**config.mk**
```make
export PLATFORM = sky130hd
export DESIGN_NAME = data_mem_responder
export DESIGN_NICKNAME = d
export VERILOG_FILES = /design/src/rtl/data_mem_responder.sv
export SDC_FILE = /design/constraint.sdc
export NUM_CORES = 2
export LEC_CHECK = 0
export ABC_AREA = 1
export BUFFER_PORTS_ARGS = -buffer_cell sky130_fd_sc_hd__buf_2
export CORE_ASPECT_RATIO = 0.7
export CORE_MARGIN = 1
export CORE_UTILIZATION = 40
export DETAILED_ROUTE_END_ITERATION = 12
export GPL_ROUTABILITY_DRIVEN = 0
export PLACE_DENSITY = 0.58
export SETUP_SLACK_MARGIN = 0.1
export SLEW_MARGIN = 20
export SYNTH_ARGS = -nofsm -noshare
export SYNTH_HDL_FRONTEND = slang
export SYNTH_SLANG_ARGS = --single-unit
```
**constraint.sdc**
```tcl
create_clock -name clk -period 3 [get_ports clk]
set_clock_uncertainty 0.05 [all_clocks]
set_input_delay 0.3 -clock clk [delete_from_list [all_inputs] [get_ports clk]]
set_output_delay 0.3 -clock clk [all_outputs]
set_load 0.01 [all_outputs]
```
**src/rtl/data_mem_responder.sv**
```systemverilog
// data_mem_responder
//
// Wait-stated data memory sitting behind the pipeline MEM stage. It holds a
// word array and answers each load/store after WAIT_CYCLES busy cycles.
// While an access is outstanding `ready` is low, which freezes the whole
// pipeline so the request inputs stay stable until the access completes.
//
// Ports:
//   clk       - single clock, rising edge
//   rst       - asynchronous, active-high reset (array contents are kept)
//   MEM_R_EN  - load request
//   MEM_W_EN  - store request (wins when both enables are high)
//   addr      - byte address; word 0 sits at BASE_ADDR
//   wdata     - store data
//   ready     - low while an access is outstanding
//   rdata     - registered load data, held until the next load commits
//   err       - registered one-cycle pulse in DONE for a bad access
module data_mem_responder #(
    parameter int DEPTH       = 64,
    parameter int BASE_ADDR   = 1024,
    parameter int WAIT_CYCLES = 3
) (
    input  logic        clk,
    input  logic        rst,
    input  logic        MEM_R_EN,
    input  logic        MEM_W_EN,
    input  logic [31:0] addr,
    input  logic [31:0] wdata,
    output logic        ready,
    output logic [31:0] rdata,
    output logic        err
);

    localparam int IW = (DEPTH > 1) ? $clog2(DEPTH) : 1;
    localparam int CW = (WAIT_CYCLES > 0) ? $clog2(WAIT_CYCLES + 1) : 1;
    localparam logic [CW-1:0] CNT_START = CW'((WAIT_CYCLES > 0) ? WAIT_CYCLES - 1 : 0);
    localparam logic [31:0]   ADDR_LO   = 32'(BASE_ADDR);
    localparam logic [31:0]   ADDR_HI   = 32'(BASE_ADDR + 4 * DEPTH);

    typedef enum logic [1:0] {
        IDLE,
        BUSY,
        DONE
    } state_t;

    state_t        state;
    logic [CW-1:0] cnt;

    // Contents start at zero and are deliberately untouched by rst.
    logic [31:0] mem [0:DEPTH-1] = '{default: '0};

    logic        req;
    logic        is_store;
    logic        in_range;
    logic        bad;
    logic        commit;
    logic [31:0] offset;
    logic [IW-1:0] index;

    assign req      = MEM_R_EN | MEM_W_EN;
    assign is_store = MEM_W_EN;
    assign offset   = addr - ADDR_LO;
    assign index    = offset[IW+1:2];

    // The index alone would wrap for addresses past the top of the array,
    // so the explicit range test is what keeps those stores out of word 0.
    assign in_range = (addr >= ADDR_LO) && (addr < ADDR_HI) && (addr[1:0] == 2'b00);
    assign bad      = !in_range || (MEM_R_EN && MEM_W_EN);

    // The access commits on the edge that enters DONE: from the last BUSY
    // cycle, or straight from IDLE when there are no wait cycles.
    assign commit = ((state == BUSY) && (cnt == '0)) ||
                    ((state == IDLE) && req && (WAIT_CYCLES == 0));

    // ready drops in the same cycle a request appears so the freeze takes
    // effect before the pipeline can advance past the request.
    assign ready = !((state == BUSY) || ((state == IDLE) && req));

    always_ff @(posedge clk or posedge rst) begin
        if (rst) begin
            state <= IDLE;
            cnt   <= '0;
            rdata <= '0;
            err   <= 1'b0;
        end else begin
            err <= 1'b0;
            if (commit) begin
                err <= bad;
                if (!is_store) begin
                    rdata <= in_range ? mem[index] : 32'h0;
                end
            end
            case (state)
                IDLE: begin
                    if (req) begin
                        if (WAIT_CYCLES == 0) begin
                            state <= DONE;
                        end else begin
                            state <= BUSY;
                            cnt   <= CNT_START;
                        end
                    end
                end
                BUSY: begin
                    if (cnt == '0) begin
                        state <= DONE;
                    end else begin
                        cnt <= cnt - 1'b1;
                    end
                end
                DONE: begin
                    // The request still visible here is the completed one.
                    state <= IDLE;
                end
                default: begin
                    state <= IDLE;
                end
            endcase
        end
    end

    // Array write port; the rst gate keeps an interrupted access from
    // ever landing in the array.
    always_ff @(posedge clk) begin
        if (commit && is_store && in_range && !rst) begin
            mem[index] <= wdata;
        end
    end

endmodule

```
==> flow_metrics.tcl <==
set metrics [dict create \
    cap_violations 0 \
    critPathLaunchType "flip-flop" \
    fmax_mhz 359 \
    portBuffers 101 \
    core_area_um2 214000 \
    hold-path-endpoint "mem[58][2]" \
    hp-class "primary input to flip-flop" \
    cp-startpoint "cnt[0]" \
    drive_gt1_frac 0.0920 \
    period_needed_ns 2.78 \
    wirelength_um 268000 \
    reg2reg_to "mem[54][26]" \
    grt_use_total 0.245 \
    hold_path_depth 1 \
    viasPerCell 5.19 \
    leakagePower_nw 39.6 \
    totalPowerFinal_mw 60.7 \
    nNetsFinal 8308 \
    maxSlewHeadroom 0.308 \
    synth_top_area_share 0.712 \
    grt_pass1_wl_um 387000 \
    insertion_delay_ns 0.88 \
    timing.final.crit_share 0.928 \
    seq_area_frac_synth 0.723 \
    dieArea_um2 218000 \
    dieWidth_um 557 \
    wl_per_cell_um 23.8 \
    rsz0062_at_grt "no" \
    vdd_ir_drop_max_v 0.000597 \
    postSynthAreaPerCell_um2 10.8 \
    final_antenna_net_count 0 \
    finalSetupViolations 0 \
    clock-sinks 2085 \
    worstPathMaxFanout 16 \
    cp.arrival_ns 3.20 \
    ys_ff_latch 2085 \
    crit_required_ns 3.41 \
    synthTopCellsByArea "edfxtp_1 (71%), nand2_1 (14%), nand3_1 (3.2%), inv_1 (3.1%), nor2_1 (2.0%)" \
    hold_violations 0 \
    boundaryPins 102 \
    synth_warnings 0 \
    hpwl_um 164000 \
    antenna_found_initial 30 \
    grt_remaining_overflow 0 \
    firstDrtPassIters 6 \
    clk_pin_slew_ns 0.06 \
    start_util 0.403 \
    finalSetupTns_ns 0 \
    syn-num-nets 8042 \
    r2r-start "cnt[0]" \
    worst_slew_pin_slew_ns 1.04 \
    nFillCells 19500 \
    synth_top_area_cell "edfxtp_1" \
    yosysUniqueCellTypes 32 \
    powerDensity_nw_per_um2 608 \
    hold_path.startpoint "wdata[2]" \
    num_rows 142 \
    num_vias 58500 \
    end_kind "flip-flop" \
    clk_path_buf_depth 4 \
    cts_root_buffer "clkbuf_16" \
    synth.cell_area_um2 86400 \
    grt_max_degree 119 \
    cts_made_buffers 204 \
    drc 0 \
    first_global_vias 54400 \
    slew_viol_final 0 \
    worstSetupPathType "flip-flop to flip-flop" \
    ff2ff_path_depth 9 \
    outcome "finished, final reports clean" \
    syn_inst 7973 \
    cts_tree "done" \
    die_h_um 391 \
    drtIter0Drc 7552 \
    r2r_setup_slack_ns 0.22 \
    syn_to_final_growth_pct 15.5 \
    htreeDepth 4 \
]
-- worst max-delay path: stages (launching register included) --
cell	delay [ns]
dfrtp_1	0.36
inv_1	0.09
ha_1	0.18
nand2_1	0.09
inv_2	0.06
nand2_1	0.13
nor2_1	0.19
nand3_2	0.22
buf_4	0.39
nor2_4	0.61
-- layout by cell type (no fill, tap or decap), types with 2 or more instances in the layout --
cell type	Yosys	routed
nand2_1	3327	3327
edfxtp_1	2048	2048
inv_1	721	719
nand3_1	548	546
nor2_1	464	400
clkbuf_16	0	204
buf_4	28	197
buf_12	0	123
o21ai_1	116	116
nand4_1	114	114
o21ai_0	107	107
buf_2	221	94
nor2_4	1	71
clkbuf_1	112	68
a21oi_1	38	38
dfrtp_1	37	37
clkinv_1	1	34
dlygate4sd3_1	0	29
clkinv_2	0	25
a31oi_1	15	15
bufinv_16	0	14
inv_2	11	9
or2_1	6	6
diode_2	0	5
nor3_2	2	5
inv_8	0	4
o211ai_1	4	4
nor3_4	1	3
o22ai_1	3	3
inv_6	0	3
clkinv_8	0	3
buf_8	0	3
inv_4	0	2
nand3_2	0	2
o21bai_1	2	2
nor3_1	7	2
clkbuf_8	0	2
clkinv_16	0	2
buf_16	0	2
-- synthesized netlist by cell type --
library cell / number
dfrtp_1: 37
a21oi_1: 38
ha_1: 1
a31oi_1: 15
o21ai_0: 107
nor2_1: 464
nand3_1: 548
inv_1: 721
nand4_1: 114
o211ai_1: 4
o21bai_1: 2
nor3_1: 7
edfxtp_1: 2048
o22ai_1: 3
nor3_4: 1
or2_2: 1
inv_2: 11
nor3_2: 2
o21ai_1: 116
nand2_1: 3327
nor2_4: 1
nor2_2: 2
or2_0: 1
clkbuf_1: 112
buf_2: 221
buf_1: 29
buf_4: 28
buf_6: 3
nand3b_1: 1
nand2_2: 1
clkinv_1: 1
or2_1: 6
-- cells by family (layout without fill, tap and decap cells) --
logic type,count (synthesis),count (layout),share of synthesized area
adder cells (fa/ha/maj),1,1,0.000145
AND/OR/NAND/NOR,4476,4480,0.207
AO/OA/AOI/OAI,285,285,0.0169
flip-flops,2085,2085,0.723
buffers and inverters,1126,1539,0.0536
other,0,5,0
-- repair_timing --
item | 4_1_cts | 5_1_grt
endpoints found under the setup margin | 138 | 32
cloned | 4 | 0
buffers inserted | 1 | 1
resized for setup | 5 | 2
pin swaps | 4 | 1
hold endpoints to repair | 530 | 4
hold buffers | 28 | 1
-- how the worst max path moves through the flow --
stage,endpoint,depth (start not counted)
floorplan,mem[10][0],6
global placement,mem[30][20],7
detailed placement,mem[38][25],7
CTS,mem[22][31],9
global route,mem[54][26],9
finish,mem[54][26],9
-- cell type report --
type | instances | area, µm² | share of cell area
inverters | 733 | 2770 | 0.0278
clock inverters | 83 | 847 | 0.00849
multi-input cells | 4766 | 19900 | 0.200
repair buffers | 449 | 4810 | 0.0482
diodes | 5 | 12.5 | 0.000125
clock buffers | 274 | 5390 | 0.0540
flip-flops and latches | 2085 | 62400 | 0.626
well taps | 2880 | 3600 | 0.0361
-- flip-flops by register name, summed over array words and instances (netlist names) --
name,count
err,1
mem,2048
cnt,2
rdata,32
state,2
-- per-layer routing --
layer,vias to the layer above,part of all wire,GRT usage
met3,348,0.10,0.0478
li1,26800,-,-
met4,8,0.025,0.0605
met1,28600,0.45,0.370
met2,2829,0.43,0.359
met5,-,0.00019,0
-- through the flow --
step / instances / area [µm²] / util / setup slack, ns / hold WS [ns]
after global placement: 10900 / 93000 / 0.434 / -0.380 / 0.414
final: 11300 / 99800 / 0.466 / 0.215 / 0.0228
after CTS: 11300 / 99700 / 0.465 / 0.0694 / 0.00185
after global routing: 11300 / 99800 / 0.466 / 0.135 / 0.0233
after detailed placement: 10900 / 93100 / 0.434 / -0.360 / 0.424
after floorplan: 7973 / 86400 / - / -0.255 / 0.349
-- power breakdown --
| group | internal, mW | total [mW] | switching, mW |
|---|---|---|---|
| clock | 13.8 | 24.9 | 11.0 |
| combinational | 0.958 | 3.82 | 2.86 |
| sequential | 32.0 | 32.0 | 0.0133 |
| total | 46.7 | 60.7 | 13.9 |
No activity file was read; power rests on OpenSTA's default activity.
